`src/rtl/input_mems_pp.sv`:
```
// Ping-pong convolution input memory: one AXIS stream fills the write bank while the
// compute engine reads a completed X/W/K/B set from the read bank.
module input_mems_pp #(
    parameter int INW  = 10,
    parameter int R    = 15,
    parameter int C    = 13,
    parameter int MAXK = 7,
    localparam int K_BITS      = $clog2(MAXK + 1),
    localparam int X_ADDR_BITS = $clog2(R * C),
    localparam int W_ADDR_BITS = $clog2(MAXK * MAXK)
) (
    input  logic                          clk,
    input  logic                          reset,
    input  logic        [INW-1:0]         AXIS_TDATA,
    input  logic                          AXIS_TVALID,
    input  logic        [K_BITS:0]        AXIS_TUSER,
    output logic                          AXIS_TREADY,
    output logic                          inputs_loaded,
    input  logic                          compute_finished,
    output logic        [K_BITS-1:0]      K,
    output logic signed [INW-1:0]         B,
    input  logic        [X_ADDR_BITS-1:0] X_read_addr,
    output logic signed [INW-1:0]         X_data,
    input  logic        [W_ADDR_BITS-1:0] W_read_addr,
    output logic signed [INW-1:0]         W_data,
    output logic                          proto_err
);

    localparam int CNT_BITS = (X_ADDR_BITS > W_ADDR_BITS) ? X_ADDR_BITS : W_ADDR_BITS;
    localparam logic [CNT_BITS-1:0] X_LAST = CNT_BITS'(R * C - 1);

    typedef enum logic [1:0] {
        IDLE    = 2'd0,
        INPUT_W = 2'd1,
        INPUT_B = 2'd2,
        INPUT_X = 2'd3
    } state_t;

    state_t                state_r;
    logic [1:0]            cnt_r;
    logic                  wr_bank_r, rd_bank_r, last_w_r, w_valid_r, tw_r;
    logic [1:0]            wsel_r;
    logic [K_BITS-1:0]     kreg_r [2];
    logic signed [INW-1:0] breg_r [2];
    logic [CNT_BITS-1:0]   counter_r, kk_last_r;
    logic                  tready_r, loaded_r, proto_err_r;
    logic [K_BITS-1:0]     k_r;
    logic signed [INW-1:0] b_r, x_data_r, w_data_r;

    logic signed [INW-1:0] xb_r [2][R*C];
    logic signed [INW-1:0] wb_r [2][MAXK*MAXK];

    logic              hs_s, new_w_s, k_ok_s, idle_hs_s, accept_w_s, accept_x_s, reject_s;
    logic              tw_sel_s, done_s, rel_s, rd_n_s;
    logic [K_BITS-1:0] k_in_s;
    logic [1:0]        cnt_n_s;

    assign AXIS_TREADY   = tready_r & ~reset;
    assign inputs_loaded = loaded_r;
    assign proto_err     = proto_err_r;
    assign K             = k_r;
    assign B             = b_r;
    assign X_data        = x_data_r;
    assign W_data        = w_data_r;

    // Handshake decode, first-word classification and set-count bookkeeping
    always_comb begin
        hs_s       = AXIS_TVALID & AXIS_TREADY;
        new_w_s    = AXIS_TUSER[0];
        k_in_s     = AXIS_TUSER[K_BITS:1];
        k_ok_s     = ({1'b0, k_in_s} >= (K_BITS+1)'(2)) && ({1'b0, k_in_s} <= (K_BITS+1)'(MAXK));
        idle_hs_s  = hs_s && (state_r == IDLE);
        accept_w_s = idle_hs_s && new_w_s && k_ok_s;
        accept_x_s = idle_hs_s && !new_w_s && w_valid_r;
        reject_s   = idle_hs_s && !accept_w_s && !accept_x_s;
        // New weights must never land in the bank the held set is still reading
        if (cnt_r == 2'd1) begin
            tw_sel_s = ~wsel_r[rd_bank_r];
        end else begin
            tw_sel_s = ~last_w_r;
        end
        done_s = hs_s && (state_r == INPUT_X) && (counter_r == X_LAST);
        rel_s  = compute_finished && (cnt_r != 2'd0);
        if (done_s && !rel_s) begin
            cnt_n_s = cnt_r + 2'd1;
        end else if (rel_s && !done_s) begin
            cnt_n_s = cnt_r - 2'd1;
        end else begin
            cnt_n_s = cnt_r;
        end
        rd_n_s = rel_s ? ~rd_bank_r : rd_bank_r;
    end

    // Load FSM, bank pointers and per-bank weight metadata
    always_ff @(posedge clk) begin
        if (reset) begin
            state_r     <= IDLE;
            cnt_r       <= 2'd0;
            wr_bank_r   <= 1'b0;
            rd_bank_r   <= 1'b0;
            last_w_r    <= 1'b1;
            w_valid_r   <= 1'b0;
            tw_r        <= 1'b0;
            wsel_r      <= 2'b00;
            kreg_r[0]   <= {K_BITS{1'b0}};
            kreg_r[1]   <= {K_BITS{1'b0}};
            breg_r[0]   <= {INW{1'b0}};
            breg_r[1]   <= {INW{1'b0}};
            counter_r   <= {CNT_BITS{1'b0}};
            kk_last_r   <= {CNT_BITS{1'b0}};
            tready_r    <= 1'b1;
            loaded_r    <= 1'b0;
            proto_err_r <= 1'b0;
            k_r         <= {K_BITS{1'b0}};
            b_r         <= {INW{1'b0}};
        end else begin
            cnt_r       <= cnt_n_s;
            rd_bank_r   <= rd_n_s;
            tready_r    <= (cnt_n_s < 2'd2);
            loaded_r    <= (cnt_n_s != 2'd0);
            proto_err_r <= reject_s;
            k_r         <= kreg_r[wsel_r[rd_n_s]];
            b_r         <= breg_r[wsel_r[rd_n_s]];
            if (done_s) begin
                wr_bank_r <= ~wr_bank_r;
            end
            case (state_r)
                IDLE: begin
                    if (accept_w_s) begin
                        tw_r           <= tw_sel_s;
                        kreg_r[tw_sel_s] <= k_in_s;
                        kk_last_r      <= CNT_BITS'(k_in_s) * CNT_BITS'(k_in_s) - CNT_BITS'(1);
                        counter_r      <= CNT_BITS'(1);
                        state_r        <= INPUT_W;
                    end else if (accept_x_s) begin
                        wsel_r[wr_bank_r] <= last_w_r;
                        counter_r         <= CNT_BITS'(1);
                        state_r           <= INPUT_X;
                    end else begin
                        state_r <= IDLE;
                    end
                end
                INPUT_W: begin
                    if (hs_s) begin
                        if (counter_r == kk_last_r) begin
                            state_r <= INPUT_B;
                        end else begin
                            counter_r <= counter_r + CNT_BITS'(1);
                        end
                    end
                end
                INPUT_B: begin
                    if (hs_s) begin
                        breg_r[tw_r]      <= AXIS_TDATA;
                        wsel_r[wr_bank_r] <= tw_r;
                        last_w_r          <= tw_r;
                        w_valid_r         <= 1'b1;
                        counter_r         <= {CNT_BITS{1'b0}};
                        state_r           <= INPUT_X;
                    end
                end
                INPUT_X: begin
                    if (hs_s) begin
                        if (counter_r == X_LAST) begin
                            counter_r <= {CNT_BITS{1'b0}};
                            state_r   <= IDLE;
                        end else begin
                            counter_r <= counter_r + CNT_BITS'(1);
                        end
                    end
                end
                default: state_r <= IDLE;
            endcase
        end
    end

    // Bank storage writes; contents are deliberately left unreset
    always_ff @(posedge clk) begin
        if (hs_s) begin
            case (state_r)
                IDLE: begin
                    if (accept_w_s) begin
                        wb_r[tw_sel_s][W_ADDR_BITS'(0)] <= AXIS_TDATA;
                    end else if (accept_x_s) begin
                        xb_r[wr_bank_r][X_ADDR_BITS'(0)] <= AXIS_TDATA;
                    end
                end
                INPUT_W: wb_r[tw_r][counter_r[W_ADDR_BITS-1:0]] <= AXIS_TDATA;
                INPUT_X: xb_r[wr_bank_r][counter_r[X_ADDR_BITS-1:0]] <= AXIS_TDATA;
                default: ;
            endcase
        end
    end

    // Registered read port; bank select is sampled with the address
    always_ff @(posedge clk) begin
        if (reset) begin
            x_data_r <= {INW{1'b0}};
            w_data_r <= {INW{1'b0}};
        end else begin
            if ({1'b0, X_read_addr} < (X_ADDR_BITS+1)'(R * C)) begin
                x_data_r <= xb_r[rd_bank_r][X_read_addr];
            end else begin
                x_data_r <= {INW{1'b0}};
            end
            if ({1'b0, W_read_addr} < (W_ADDR_BITS+1)'(MAXK * MAXK)) begin
                w_data_r <= wb_r[wsel_r[rd_bank_r]][W_read_addr];
            end else begin
                w_data_r <= {INW{1'b0}};
            end
        end
    end

endmodule

```
`config.mk`:
```
export PLATFORM = sky130hd
export DESIGN_NAME = input_mems_pp
export DESIGN_NICKNAME = d
export VERILOG_FILES = /design/src/rtl/input_mems_pp.sv
export SDC_FILE = /design/constraint.sdc
export NUM_CORES = 2
export LEC_CHECK = 0
export CAP_MARGIN = 25
export CORE_UTILIZATION = 45
export CTS_CLUSTER_DIAMETER = 200
export DETAILED_ROUTE_END_ITERATION = 12
export MAX_ROUTING_LAYER = met4
export SLEW_MARGIN = 5
export SYNTH_ARGS = -nofsm -noshare
export SYNTH_HDL_FRONTEND = slang
export SYNTH_MEMORY_MAX_BITS = 65536
export SYNTH_SLANG_ARGS = --single-unit
```
`constraint.sdc`:
```
create_clock -name clk -period 3.6 [get_ports clk]
set_clock_uncertainty 0.2 [all_clocks]
set_input_delay 0.9 -clock clk [delete_from_list [all_inputs] [get_ports clk]]
set_output_delay 0.9 -clock clk [all_outputs]
set_load 0.02 [all_outputs]
```
==> results.yml <==
logic_synthesis:
  ys_types: 87
  seq_area_frac_synth_pct: 76.6
  synth.yosys.warnings: 0
  avgSynthCellArea_sq_um: 21.5
  netlist_area_sq_mm: 0.194
  syn_inst: 9016
  ys.flop_type: "edfxtp_1"
  synth_enable_flop_cells: 4906
  syn_nets: 9061
  synthArstFlopShare_pct: 0
  synth_seq_cells: 4967
status:
  outcome: "finished, violations left"
  violations: "setup timing"
timing:
  final.min_clock_period_ps: 3610
  finalMaxSlewViolations: 0
  fin_ws_ps: -14.9
  period_share_pct: 100
  hold_violations: 0
  max_freq_ghz: 0.277
  whs_ps: 87.8
  worstMarginPinSlew_ps: 1280
  setup_violations: 2
  grt_setup_unrepaired: "true"
  relSlewSlack_pct: 15.0
floorplanning:
  initial_core_util_pct: 45.3
  coreArea_sq_mm: 0.428
  num_rows: 240
  io_pins: 68
  die-area_sq_mm: 0.433
  die_w_um: 658
  die_y_um: 658
grt:
  first_global_vias: 101000
  grt_use_met2_pct: 39.6
  grt_start_max_net_pins: 142
  grt_pass1_wl_um: 779000
  gr-usage-met1_pct: 36.3
  gr-usage-met3_pct: 5.02
  grt_overflow: 0
  top_usage_layer: "met2"
  antenna_found_initial: 36
  gr-usage-all-layers_pct: 26.1
place:
  gp_congestion: 0.920
  dp_hpwl_um: 366000
  placed_area_sq_mm: 0.214
  place_ws_ps: -847
  io_buffers: 67
pwr:
  powerDensity_mw_per_mm2: 576
  vdd_drop_max_mv: 0.494
  power.leakage_uw: 0.0750
  p_total_uw: 134000
clock_tree:
  cts-htree-levels: 6
  clockRootBuffer: "clkbuf_16"
  cts_tree: "yes"
  clk_path_buf_depth: 4
  clock-sinks: 4967
  cts_made_buffers: 524
  clock_latency_ps: 1040
  clk_pin_slew_worst_paths_ps: 60
drt:
  wl_um: 558000
  vias: 102000
  initialDrtViolationCount: 13700
  drtPass1Iterations: 7
  wl_per_cell_um: 33.1
  vias_per_cell: 6.08
  ant_nets: 0
  drc: 0
setup_path:
  r2r_slack_ps: -10
  slowest_delay_ps: 580
  start_kind: "register"
  cp_num_cells: 11
  end_kind: "register"
  cp_cell_sequence: "buf_12 -> buf_16 -> buf_16 -> buf_16 -> mux4_1 -> mux4_2 -> a211o_4 -> a21oi_4 -> nor3_1 -> buf_4 -> o22a_1"
  cp_max_fo: 11
  worst_ep_arrival_time_ps: 4330
  critPathMostFrequentCell: "buf_16"
  cpMaxStageDelayCell: "mux4_1"
  cp_num_buf_inv: 5
  critPathRequiredTime_ps: 4320
  path_class: "register to register"
  path_delay_family: "multiplexers"
  worstRegToRegCells: 11
flow_run:
  max_cap_violations: 0
worst_hold_path:
  min_path_type: "input pin to register"
  hold_depth: 1
cells_and_area:
  design_area_sq_mm: 0.232
  drive_above_1_share_pct: 33.4
  syn_to_final_growth_pct: 19.5
  fillers: 32200
  layout.nets: 10800
-- placed cells by master (no fill, tap or decap), drive strengths merged, types with 12 or more instances in the layout --
master	n
edfxtp	4906
buf	1701
mux4	1161
clkbuf	647
nor2	585
mux2i	493
clkinv	230
nand2	175
a21oi	147
o221ai	106
o22ai	96
nor3	90
o21ai	77
dfxtp	61
a221oi	59
nand3	48
clkdlybuf4s50	44
and2	42
inv	42
bufinv	36
a22oi	36
a211oi	31
mux2	26
nor2b	24
diode	21
a31oi	21
nor4	20
a221o	19
xnor2	16
o31ai	16
a22o	15
and3	15
a2111oi	15
or2	13
ha	13
nand2b	13
or3	12
-- synth_stat cells, types with 73 or more instances --
library cell / count / area [sq um]
o221ai_1: 106 / 928
clkbuf_1: 224 / 841
nor2_1: 585 / 2200
o22ai_1: 96 / 601
o21ai_0: 75 / 375
mux4_2: 1088 / 24500
nand2_1: 175 / 657
buf_2: 132 / 661
mux4_1: 73 / 1920
mux2i_1: 493 / 4930
a21oi_1: 147 / 736
nor3_1: 90 / 450
edfxtp_1: 4906 / 147000
-- power breakdown --
part	total [uW]	switching [uW]	internal, uW
Clock	52700	22500	30200
Sequential	63800	123	63600
Combinational	17100	8970	8150
-- cells by family after synthesis --
logic type               count (synthesis)  share of synthesized area (%)
flip-flops                            4967                           76.6
multiplexers                          1680                           16.3
AND/OR/NAND/NOR                       1061                           2.37
AO/OA/AOI/OAI                          702                           2.57
buffers and inverters                  576                           1.94
XOR/XNOR                                16                         0.0723
adder cells (fa/ha/maj)                 14                         0.0891
-- path summary, 6_finish.rpt --
| kind | start | end |
|---|---|---|
| setup reg to reg | rd_bank_r | X_data[0] |
| setup / recovery | rd_bank_r | X_data[0] |
| hold / removal | AXIS_TDATA[8] | wb_r[0][388] |
| hold reg to reg | w_valid_r | w_valid_r |
-- cell type report --
class	instances	area, sq um	share of cell area [%]
clock inverter	298	2800	1.21
multi-input combinational	3473	42200	18.2
clock buffer	642	13900	5.98
inverter	18	77.6	0.0335
antenna	21	52.6	0.0227
tap	5687	7120	3.07
timing repair buffer	1758	17000	7.34
sequential	4967	149000	64.1
-- what timing repair did --
action / CTS / global route
gates cloned: 6 / 5
hold endpoints to repair: 1 / 0
setup buffers: 13 / 51
resized for setup: 70 / 62
pin swaps: 4 / 15
hold buffers: 1 / 0
setup endpoints to repair: 14 / 10
-- state kept, by name, indices dropped and copies added, names as in the netlist --
name           flops
xb_r            3900
wb_r             980
breg_r            20
B                 10
W_data            10
X_data            10
counter_r          8
kk_last_r          6
kreg_r             6
K                  3
cnt_r              2
state_r            2
wsel_r             2
inputs_loaded      1
last_w_r           1
proto_err          1
rd_bank_r          1
tready_r           1
tw_r               1
w_valid_r          1
wr_bank_r          1
-- per-layer routing --
layer  vias to the layer above  part of all wire, %
li1                      41400                    -
met1                     54700                   40
met2                      5465                   47
met3                       858                  9.6
met4                         0                  3.2
met5                         -                    0
-- per-stage QoR --
step           utilization, %  std cells  TNS (ps)
6_report                 54.1      16900     -22.3
5_1_grt                  54.1      16900     -59.3
4_1_cts                  53.9      16800     -47.4
3_5_place_dp             49.9      15800   -142830
3_3_place_gp             49.9      15800   -106500
2_1_floorplan               -       9016    -18150
Note: power is estimated with default switching activity, not from simulation.
